## config.mk

```make
export PLATFORM = sky130hd
export DESIGN_NAME = sys_bus_arbiter_flat
export DESIGN_NICKNAME = d
export VERILOG_FILES = /design/src/rtl/sys_bus_pkg.sv /design/src/rtl/sys_bus_arbiter_if.sv /design/src/rtl/bus_xfer_timer.sv /design/src/rtl/sys_bus_arbiter.sv /design/src/flat_wrapper.sv
export SDC_FILE = /design/constraint.sdc
export NUM_CORES = 1
export LEC_CHECK = 0
export ABC_CLOCK_PERIOD_IN_PS = 5150
export CAP_MARGIN = 20
export CORE_AREA = 2 2 193 195
export DETAILED_ROUTE_END_ITERATION = 7
export DIE_AREA = 0 0 195 197
export PLACE_DENSITY_LB_ADDON = 0.25
export SYNTH_ARGS = -nofsm -noshare
export SYNTH_HDL_FRONTEND = slang
export SYNTH_SLANG_ARGS = --single-unit
```

## constraint.sdc

```tcl
create_clock -name clk -period 5.15 [get_ports clk]
set_input_delay 0.515 -clock clk [delete_from_list [all_inputs] [get_ports clk]]
set_output_delay 0.515 -clock clk [all_outputs]
set_load 0.01 [all_outputs]
```

## src/rtl/sys_bus_pkg.sv

```systemverilog
// sys_bus_pkg: shared types and constants for the sys_bus arbiter slice.
package sys_bus_pkg;
    localparam int BUS_AW = 64;
    localparam int BUS_DW = 64;

    typedef enum logic [1:0] {
        ARB_IDLE     = 2'd0,
        ARB_IF_XFER  = 2'd1,
        ARB_MEM_XFER = 2'd2,
        ARB_DONE     = 2'd3
    } arb_state_e;

    localparam logic OWN_IF  = 1'b0;
    localparam logic OWN_MEM = 1'b1;

    localparam logic [2:0] CTRL_NONE = 3'b000;
    localparam logic [2:0] CTRL_8    = 3'b001;
    localparam logic [2:0] CTRL_32   = 3'b010;
    localparam logic [2:0] CTRL_64   = 3'b011;
    localparam logic [2:0] CTRL_16   = 3'b100;
    localparam logic [2:0] CTRL_FETCH32 = CTRL_32;
endpackage

```

## src/rtl/sys_bus_arbiter_if.sv

```systemverilog
// sys_bus_arbiter_if: fetch port, load/store port and sys_bus signals of the arbiter.
interface sys_bus_arbiter_if;
    import sys_bus_pkg::*;
    logic              if_req;
    logic [BUS_AW-1:0] if_addr;
    logic              if_gnt;
    logic              if_rvalid;
    logic [31:0]       if_rdata;
    logic              mem_req;
    logic [BUS_AW-1:0] mem_addr;
    logic [2:0]        mem_rd_ctrl;
    logic [2:0]        mem_wr_ctrl;
    logic [BUS_DW-1:0] mem_wdata;
    logic              mem_gnt;
    logic              mem_rvalid;
    logic [BUS_DW-1:0] mem_rdata;
    logic              mem_busy;
    logic              xfer_err;
    logic [2:0]        bus_rd_ctrl;
    logic [2:0]        bus_wr_ctrl;
    logic [BUS_AW-1:0] bus_addr;
    logic [BUS_DW-1:0] bus_din;
    logic [BUS_DW-1:0] bus_dout;
    logic              bus_ready;

    modport slave (
        input  if_req, if_addr, mem_req, mem_addr, mem_rd_ctrl, mem_wr_ctrl, mem_wdata,
               bus_dout, bus_ready,
        output if_gnt, if_rvalid, if_rdata, mem_gnt, mem_rvalid, mem_rdata, mem_busy,
               xfer_err, bus_rd_ctrl, bus_wr_ctrl, bus_addr, bus_din
    );
    modport master (
        output if_req, if_addr, mem_req, mem_addr, mem_rd_ctrl, mem_wr_ctrl, mem_wdata,
               bus_dout, bus_ready,
        input  if_gnt, if_rvalid, if_rdata, mem_gnt, mem_rvalid, mem_rdata, mem_busy,
               xfer_err, bus_rd_ctrl, bus_wr_ctrl, bus_addr, bus_din
    );
endinterface

```

## src/rtl/bus_xfer_timer.sv

```systemverilog
// bus_xfer_timer: 8-bit saturating transfer timeout counter with clear, enable and expired flag.
module bus_xfer_timer #(
    parameter int LIMIT = 255
) (
    input  logic clk,
    input  logic rst,
    input  logic i_clr,
    input  logic i_en,
    output logic o_expired
);
    logic [7:0] r_cnt;

    always_ff @(posedge clk) begin
        if (!rst)
            r_cnt <= 8'd0;
        else if (i_clr)
            r_cnt <= 8'd0;
        else if (i_en && r_cnt != 8'(LIMIT))
            r_cnt <= r_cnt + 8'd1;
    end

    // Flags the cycle whose stall would bring the count to LIMIT, so LIMIT waiting cycles elapse.
    assign o_expired = r_cnt >= 8'(LIMIT - 1);
endmodule

```

## src/rtl/sys_bus_arbiter.sv

```systemverilog
// sys_bus_arbiter: registered grant FSM sharing sys_bus between IF fetch and MEM load/store.
// Optional ARB_STARVE_GUARD_EN forces an IF grant after STARVE_MAX consecutive MEM grants.
module sys_bus_arbiter
    import sys_bus_pkg::*;
#(
    parameter logic [2:0] IF_RD_CTRL  = CTRL_FETCH32,
    parameter int         TIMEOUT_CYC = 255,
    parameter int         STARVE_MAX  = 4
) (
    input logic              clk,
    input logic              rst,
    sys_bus_arbiter_if.slave io_bus
);
    localparam logic [1:0] S_IDLE     = ARB_IDLE;
    localparam logic [1:0] S_IF_XFER  = ARB_IF_XFER;
    localparam logic [1:0] S_MEM_XFER = ARB_MEM_XFER;
    localparam logic [1:0] S_DONE     = ARB_DONE;

    logic [1:0]        r_state;
    logic              r_owner;
    logic              r_err;
    logic [BUS_AW-1:0] r_addr;
    logic [2:0]        r_rd;
    logic [2:0]        r_wr;
    logic [BUS_DW-1:0] r_wdata;
    logic [BUS_DW-1:0] r_mem_rdata;
    logic [31:0]       r_if_rdata;

    logic w_idle, w_xfer, w_done, w_force_if, w_gnt_if, w_gnt_mem, w_expired, w_finish, w_store;

    assign w_idle    = r_state == S_IDLE;
    assign w_xfer    = r_state == S_IF_XFER || r_state == S_MEM_XFER;
    assign w_done    = r_state == S_DONE;
    assign w_store   = io_bus.mem_wr_ctrl != CTRL_NONE;
    assign w_gnt_mem = w_idle && io_bus.mem_req && !w_force_if;
    assign w_gnt_if  = w_idle && io_bus.if_req && (!io_bus.mem_req || w_force_if);
    assign w_finish  = w_xfer && (io_bus.bus_ready || w_expired);

`ifdef ARB_STARVE_GUARD_EN
    logic [2:0] r_starve;

    assign w_force_if = io_bus.if_req && r_starve >= 3'(STARVE_MAX);

    always_ff @(posedge clk) begin
        if (!rst)
            r_starve <= 3'd0;
        else if (w_gnt_if)
            r_starve <= 3'd0;
        else if (w_gnt_mem && io_bus.if_req && r_starve != 3'd7)
            r_starve <= r_starve + 3'd1;
    end
`else
    assign w_force_if = 1'b0;
`endif

    bus_xfer_timer #(.LIMIT(TIMEOUT_CYC)) u_timer (
        .clk       (clk),
        .rst       (rst),
        .i_clr     (w_idle),
        .i_en      (w_xfer && !io_bus.bus_ready),
        .o_expired (w_expired)
    );

    // Bus controls are resolved at grant time so XFER drives registers only.
    always_ff @(posedge clk) begin
        if (!rst) begin
            r_state     <= S_IDLE;
            r_owner     <= OWN_IF;
            r_err       <= 1'b0;
            r_addr      <= '0;
            r_rd        <= CTRL_NONE;
            r_wr        <= CTRL_NONE;
            r_wdata     <= '0;
            r_mem_rdata <= '0;
            r_if_rdata  <= '0;
        end else if (w_gnt_mem) begin
            r_state <= S_MEM_XFER;
            r_owner <= OWN_MEM;
            r_addr  <= io_bus.mem_addr;
            r_wr    <= io_bus.mem_wr_ctrl;
            r_rd    <= w_store ? CTRL_NONE : io_bus.mem_rd_ctrl;
            r_wdata <= w_store ? io_bus.mem_wdata : '0;
        end else if (w_gnt_if) begin
            r_state <= S_IF_XFER;
            r_owner <= OWN_IF;
            r_addr  <= io_bus.if_addr;
            r_rd    <= IF_RD_CTRL;
            r_wr    <= CTRL_NONE;
            r_wdata <= '0;
        end else if (w_finish) begin
            r_state <= S_DONE;
            r_err   <= !io_bus.bus_ready;
            if (r_owner == OWN_MEM)
                r_mem_rdata <= io_bus.bus_ready ? io_bus.bus_dout : '0;
            else
                r_if_rdata <= io_bus.bus_ready ? io_bus.bus_dout[31:0] : 32'd0;
        end else if (w_done) begin
            r_state <= S_IDLE;
            r_err   <= 1'b0;
        end
    end

    assign io_bus.if_gnt      = w_gnt_if;
    assign io_bus.mem_gnt     = w_gnt_mem;
    assign io_bus.if_rvalid   = w_done && r_owner == OWN_IF;
    assign io_bus.mem_rvalid  = w_done && r_owner == OWN_MEM;
    assign io_bus.xfer_err    = w_done && r_err;
    assign io_bus.if_rdata    = r_if_rdata;
    assign io_bus.mem_rdata   = r_mem_rdata;
    assign io_bus.mem_busy    = io_bus.mem_req || r_state == S_MEM_XFER || (w_done && r_owner == OWN_MEM);
    assign io_bus.bus_rd_ctrl = w_xfer ? r_rd : CTRL_NONE;
    assign io_bus.bus_wr_ctrl = w_xfer ? r_wr : CTRL_NONE;
    assign io_bus.bus_addr    = w_xfer ? r_addr : '0;
    assign io_bus.bus_din     = w_xfer ? r_wdata : '0;
endmodule

```

## src/flat_wrapper.sv

```systemverilog
// flat-port wrapper written by rule: the top's interface ports become plain ports
module sys_bus_arbiter_flat import sys_bus_pkg::*;
#(
    parameter logic [2:0] IF_RD_CTRL  = CTRL_FETCH32,
    parameter int         TIMEOUT_CYC = 255,
    parameter int         STARVE_MAX  = 4
)
  (clk, rst, io_bus_if_req, io_bus_if_addr, io_bus_mem_req, io_bus_mem_addr, io_bus_mem_rd_ctrl, io_bus_mem_wr_ctrl, io_bus_mem_wdata, io_bus_bus_dout, io_bus_bus_ready, io_bus_if_gnt, io_bus_if_rvalid, io_bus_if_rdata, io_bus_mem_gnt, io_bus_mem_rvalid, io_bus_mem_rdata, io_bus_mem_busy, io_bus_xfer_err, io_bus_bus_rd_ctrl, io_bus_bus_wr_ctrl, io_bus_bus_addr, io_bus_bus_din);
  sys_bus_arbiter_if io_bus_i ();
  input logic clk;
  input logic rst;
  input wire logic [$bits(io_bus_i.if_req)-1:0] io_bus_if_req;
  input wire logic [$bits(io_bus_i.if_addr)-1:0] io_bus_if_addr;
  input wire logic [$bits(io_bus_i.mem_req)-1:0] io_bus_mem_req;
  input wire logic [$bits(io_bus_i.mem_addr)-1:0] io_bus_mem_addr;
  input wire logic [$bits(io_bus_i.mem_rd_ctrl)-1:0] io_bus_mem_rd_ctrl;
  input wire logic [$bits(io_bus_i.mem_wr_ctrl)-1:0] io_bus_mem_wr_ctrl;
  input wire logic [$bits(io_bus_i.mem_wdata)-1:0] io_bus_mem_wdata;
  input wire logic [$bits(io_bus_i.bus_dout)-1:0] io_bus_bus_dout;
  input wire logic [$bits(io_bus_i.bus_ready)-1:0] io_bus_bus_ready;
  output wire logic [$bits(io_bus_i.if_gnt)-1:0] io_bus_if_gnt;
  output wire logic [$bits(io_bus_i.if_rvalid)-1:0] io_bus_if_rvalid;
  output wire logic [$bits(io_bus_i.if_rdata)-1:0] io_bus_if_rdata;
  output wire logic [$bits(io_bus_i.mem_gnt)-1:0] io_bus_mem_gnt;
  output wire logic [$bits(io_bus_i.mem_rvalid)-1:0] io_bus_mem_rvalid;
  output wire logic [$bits(io_bus_i.mem_rdata)-1:0] io_bus_mem_rdata;
  output wire logic [$bits(io_bus_i.mem_busy)-1:0] io_bus_mem_busy;
  output wire logic [$bits(io_bus_i.xfer_err)-1:0] io_bus_xfer_err;
  output wire logic [$bits(io_bus_i.bus_rd_ctrl)-1:0] io_bus_bus_rd_ctrl;
  output wire logic [$bits(io_bus_i.bus_wr_ctrl)-1:0] io_bus_bus_wr_ctrl;
  output wire logic [$bits(io_bus_i.bus_addr)-1:0] io_bus_bus_addr;
  output wire logic [$bits(io_bus_i.bus_din)-1:0] io_bus_bus_din;
  assign io_bus_i.if_req = io_bus_if_req;
  assign io_bus_i.if_addr = io_bus_if_addr;
  assign io_bus_i.mem_req = io_bus_mem_req;
  assign io_bus_i.mem_addr = io_bus_mem_addr;
  assign io_bus_i.mem_rd_ctrl = io_bus_mem_rd_ctrl;
  assign io_bus_i.mem_wr_ctrl = io_bus_mem_wr_ctrl;
  assign io_bus_i.mem_wdata = io_bus_mem_wdata;
  assign io_bus_i.bus_dout = io_bus_bus_dout;
  assign io_bus_i.bus_ready = io_bus_bus_ready;
  assign io_bus_if_gnt = io_bus_i.if_gnt;
  assign io_bus_if_rvalid = io_bus_i.if_rvalid;
  assign io_bus_if_rdata = io_bus_i.if_rdata;
  assign io_bus_mem_gnt = io_bus_i.mem_gnt;
  assign io_bus_mem_rvalid = io_bus_i.mem_rvalid;
  assign io_bus_mem_rdata = io_bus_i.mem_rdata;
  assign io_bus_mem_busy = io_bus_i.mem_busy;
  assign io_bus_xfer_err = io_bus_i.xfer_err;
  assign io_bus_bus_rd_ctrl = io_bus_i.bus_rd_ctrl;
  assign io_bus_bus_wr_ctrl = io_bus_i.bus_wr_ctrl;
  assign io_bus_bus_addr = io_bus_i.bus_addr;
  assign io_bus_bus_din = io_bus_i.bus_din;
  sys_bus_arbiter #(.IF_RD_CTRL(IF_RD_CTRL), .TIMEOUT_CYC(TIMEOUT_CYC), .STARVE_MAX(STARVE_MAX)) u_core (.clk(clk), .rst(rst), .io_bus(io_bus_i));
endmodule
```

==> impl_metrics.py <==
metrics = {
    "status": {
        "status": "finished clean",
    },
    "timing": {
        "max_freq_mhz": 285,
        "maxSlewViolCount": 0,
        "period_needed_ps": 3510,
        "rsz0062_at_grt": "false",
        "timing.hold.ws_ps": 455,
        "clock_skew_ps": 16.5,
        "finalCritPeriodShare_pct": 68.2,
        "tns_ps": 0,
        "setup_violations": 0,
        "worst_pin_slew_ps": 1020,
        "slew-limit-headroom_pct": 32.0,
        "hold_viol": 0,
    },
    "setup_path": {
        "r2r-end": "u_core.io_bus.mem_rdata[9]",
        "reg2reg_from": "u_core.r_state[1]",
        "rrSetupSlack_ps": 2160,
        "end_kind": "primary output",
        "worstPathArrival_ps": 3000,
        "worstPathMaxFanout": 92,
        "crit_required_ps": 4640,
        "critPathLaunchType": "flip-flop",
        "rr_worst_depth": 6,
        "crit_type": "flip-flop to primary output",
    },
    "synthesis": {
        "yosysWarnings": 0,
        "ys_types": 45,
        "postSynthCellCount": 1211,
        "seq_area_frac_synth_pct": 45.2,
        "synth_area_sq_um": 10700,
        "synth_area_per_cell_sq_um": 8.85,
        "synth_nets": 1483,
        "synth_seq_cells": 242,
    },
    "route": {
        "antenna_left": 0,
        "vias": 10100,
        "finalWirelength_um": 37200,
        "routed_via_density": 4.73,
        "drtIter0Drc": 440,
        "first_pass_iters": 6,
        "drc": 0,
        "wire_per_inst_um": 17.4,
    },
    "final_layout": {
        "antenna_cells": 0,
        "final_cell_mix": "clkdlybuf4s50_1 (500), dfxtp_1 (242), nand2_1 (228)",
        "utilization_pct": 46.8,
        "nNetsFinal": 1921,
        "fillerInstances": 3509,
        "drive_above_1_share_pct": 4.37,
        "area_growth_pct": 58.5,
        "layoutNonFillerInstCount": 2138,
        "final_common_cell": "clkdlybuf4s50_1",
    },
    "cts": {
        "root_buffer": "clkbuf_16",
        "cts.clk_slew.worst_paths_ps": 60,
        "cts_made_buffers": 28,
        "cts_sinks": 242,
        "ctsResizeCount": 0,
        "cts_tree": "yes",
        "clk_latency_ps": 540,
        "post-cts-setup-buffers": 0,
        "cts_buffer_depth": 3,
        "htree_levels": 1,
        "cts_hold_buf": 0,
    },
    "min_path": {
        "min_path_cells": 2,
        "worstHoldStart": "u_core.io_bus.mem_rdata[2]",
        "hp-class": "flip-flop to flip-flop",
        "hold_end": "u_core.io_bus.mem_rdata[2]",
    },
    "floorplan": {
        "start_util_pct": 29.6,
        "dieArea_sq_um": 38400,
        "pin_count": 503,
        "die_w_um": 195,
        "fp-row-count": 70,
        "coreArea_sq_um": 36300,
        "die_h_um": 197,
    },
    "place": {
        "port_buffers": 502,
        "gp_congestion": 0.806,
        "hpwl_um": 25900,
        "dp.cells": 2087,
    },
    "power_and_ir_drop": {
        "vdd_drop_max_v": 0.000200,
        "p_leak_uw": 0.00665,
        "p_per_area_nw_per_um2": 325,
        "design_power_total_uw": 5520,
    },
    "global_routing": {
        "antenna_found_initial": 0,
        "grt_pass1_vias": 9823,
        "gr-total-overflow": 0,
        "grt_usage_pct": 18.3,
        "grt_max_degree": 105,
        "grt_pass1_wl_um": 56800,
    },
    "run": {
        "maxCapViolCount": 0,
    },
}
==> layer usage <==
layer	share of wire [%]	vias to the layer above	global-route usage, %
met3	7.9	54	4.98
met1	42	4702	22.6
met5	0	-	0
li1	-	4991	-
met4	2.3	0	4.83
met2	48	364	31.5
==> registers in the layout, indices dropped and copies added (netlist names), 2 cells and up <==
register / count
u_core.io_bus.mem_rdata: 64
u_core.r_rd: 3
u_core.r_wdata: 64
u_core.r_wr: 3
u_core.u_timer.r_cnt: 8
u_core.r_state: 2
u_core.io_bus.if_rdata: 32
u_core.r_addr: 64
==> critical path, cell delays in order (launching register included) <==
cell	delay, ps
dfxtp_1	350
inv_1	90
ha_4	780
buf_4	460
and2_1	190
clkdlybuf4s50_1	540
==> kinds of logic (layout without fill, tap and decap cells) <==
logic type	after synthesis	after routing	share of synthesized area [%]
AOI/OAI and AO/OA	155	155	12.2
xor gates and xnor gates	6	6	0.490
adders and majority gates	5	5	0.584
buffers and inverters	113	572	4.56
DFF	242	242	45.2
muxes	97	97	9.06
and+or+nand+nor	593	593	27.9
==> cells in the mapped netlist (all sizes together) <==
| cell type | instances | area share (%) |
|---|---|---|
| or3 | 1 | 0.058 |
| or2 | 1 | 0.058 |
| a2111oi | 1 | 0.082 |
| o21a | 2 | 0.14 |
| a22oi | 69 | 4.8 |
| or4 | 1 | 0.070 |
| a21oi | 8 | 0.41 |
| nand4 | 3 | 0.18 |
| a311oi | 1 | 0.082 |
| clkinv | 1 | 0.035 |
| mux2i | 97 | 9.1 |
| nand4b | 1 | 0.082 |
| inv | 5 | 0.18 |
| nor2 | 9 | 0.39 |
| nor4b | 1 | 0.22 |
| nor3 | 1 | 0.047 |
| dfxtp | 242 | 45 |
| o311a | 1 | 0.093 |
| and3b | 1 | 0.082 |
| o211ai | 1 | 0.070 |
| clkbuf | 78 | 2.7 |
| o21ai | 7 | 0.36 |
| ha | 5 | 0.58 |
| nand2b | 2 | 0.12 |
| buf | 29 | 1.6 |
| nand2 | 229 | 8.0 |
| and4 | 2 | 0.19 |
| o31ai | 1 | 0.070 |
| xnor2 | 5 | 0.41 |
| and2b | 1 | 0.070 |
| nand3 | 129 | 6.0 |
| nor2b | 73 | 4.3 |
| and2 | 138 | 8.1 |
| o211a | 64 | 6.0 |
| xor2 | 1 | 0.082 |
==> worst max path at each step <==
| stage | from | to | cells after the start |
|---|---|---|---|
| 2_1_floorplan | u_core.r_state[1] | io_bus_bus_addr[10] | 5 |
| 3_3_place_gp | io_bus_mem_req | u_core.r_addr[8] | 5 |
| 3_5_place_dp | u_core.r_state[1] | u_core.io_bus.mem_rdata[9] | 6 |
| 4_1_cts | u_core.r_state[1] | io_bus_bus_din[43] | 5 |
| 5_1_grt | u_core.r_state[0] | io_bus_bus_din[45] | 5 |
| 6_report | u_core.r_state[1] | io_bus_bus_din[43] | 5 |
==> report_power, final <==
group	internal, uW	switching [uW]	total [uW]
Combinational	654	682	1340
Sequential	2040	85.6	2120
Clock	1260	806	2070
Total	3950	1570	5520
==> per-stage QoR <==
| stage | area (sq um) | worst slack (ps) |
|---|---|---|
| 3_5_place_dp | 16000 | 2050 |
| 5_1_grt | 17000 | 1390 |
| 2_1_floorplan | 10700 | 3300 |
| 6_report | 17000 | 1640 |
| 4_1_cts | 17000 | 1580 |
| 3_3_place_gp | 16000 | 2090 |
==> area by class of cell <==
cell class | instances | area, sq um | area share (%)
flip-flops and latches | 242 | 4840 | 28.5
repair buffers | 515 | 5150 | 30.3
well taps | 468 | 586 | 3.45
inverters | 6 | 22.5 | 0.133
clock buffers | 40 | 827 | 4.87
multi-input cells | 856 | 5420 | 31.9
clock inverters | 11 | 136 | 0.803
No activity file was read; power rests on OpenSTA's default activity.
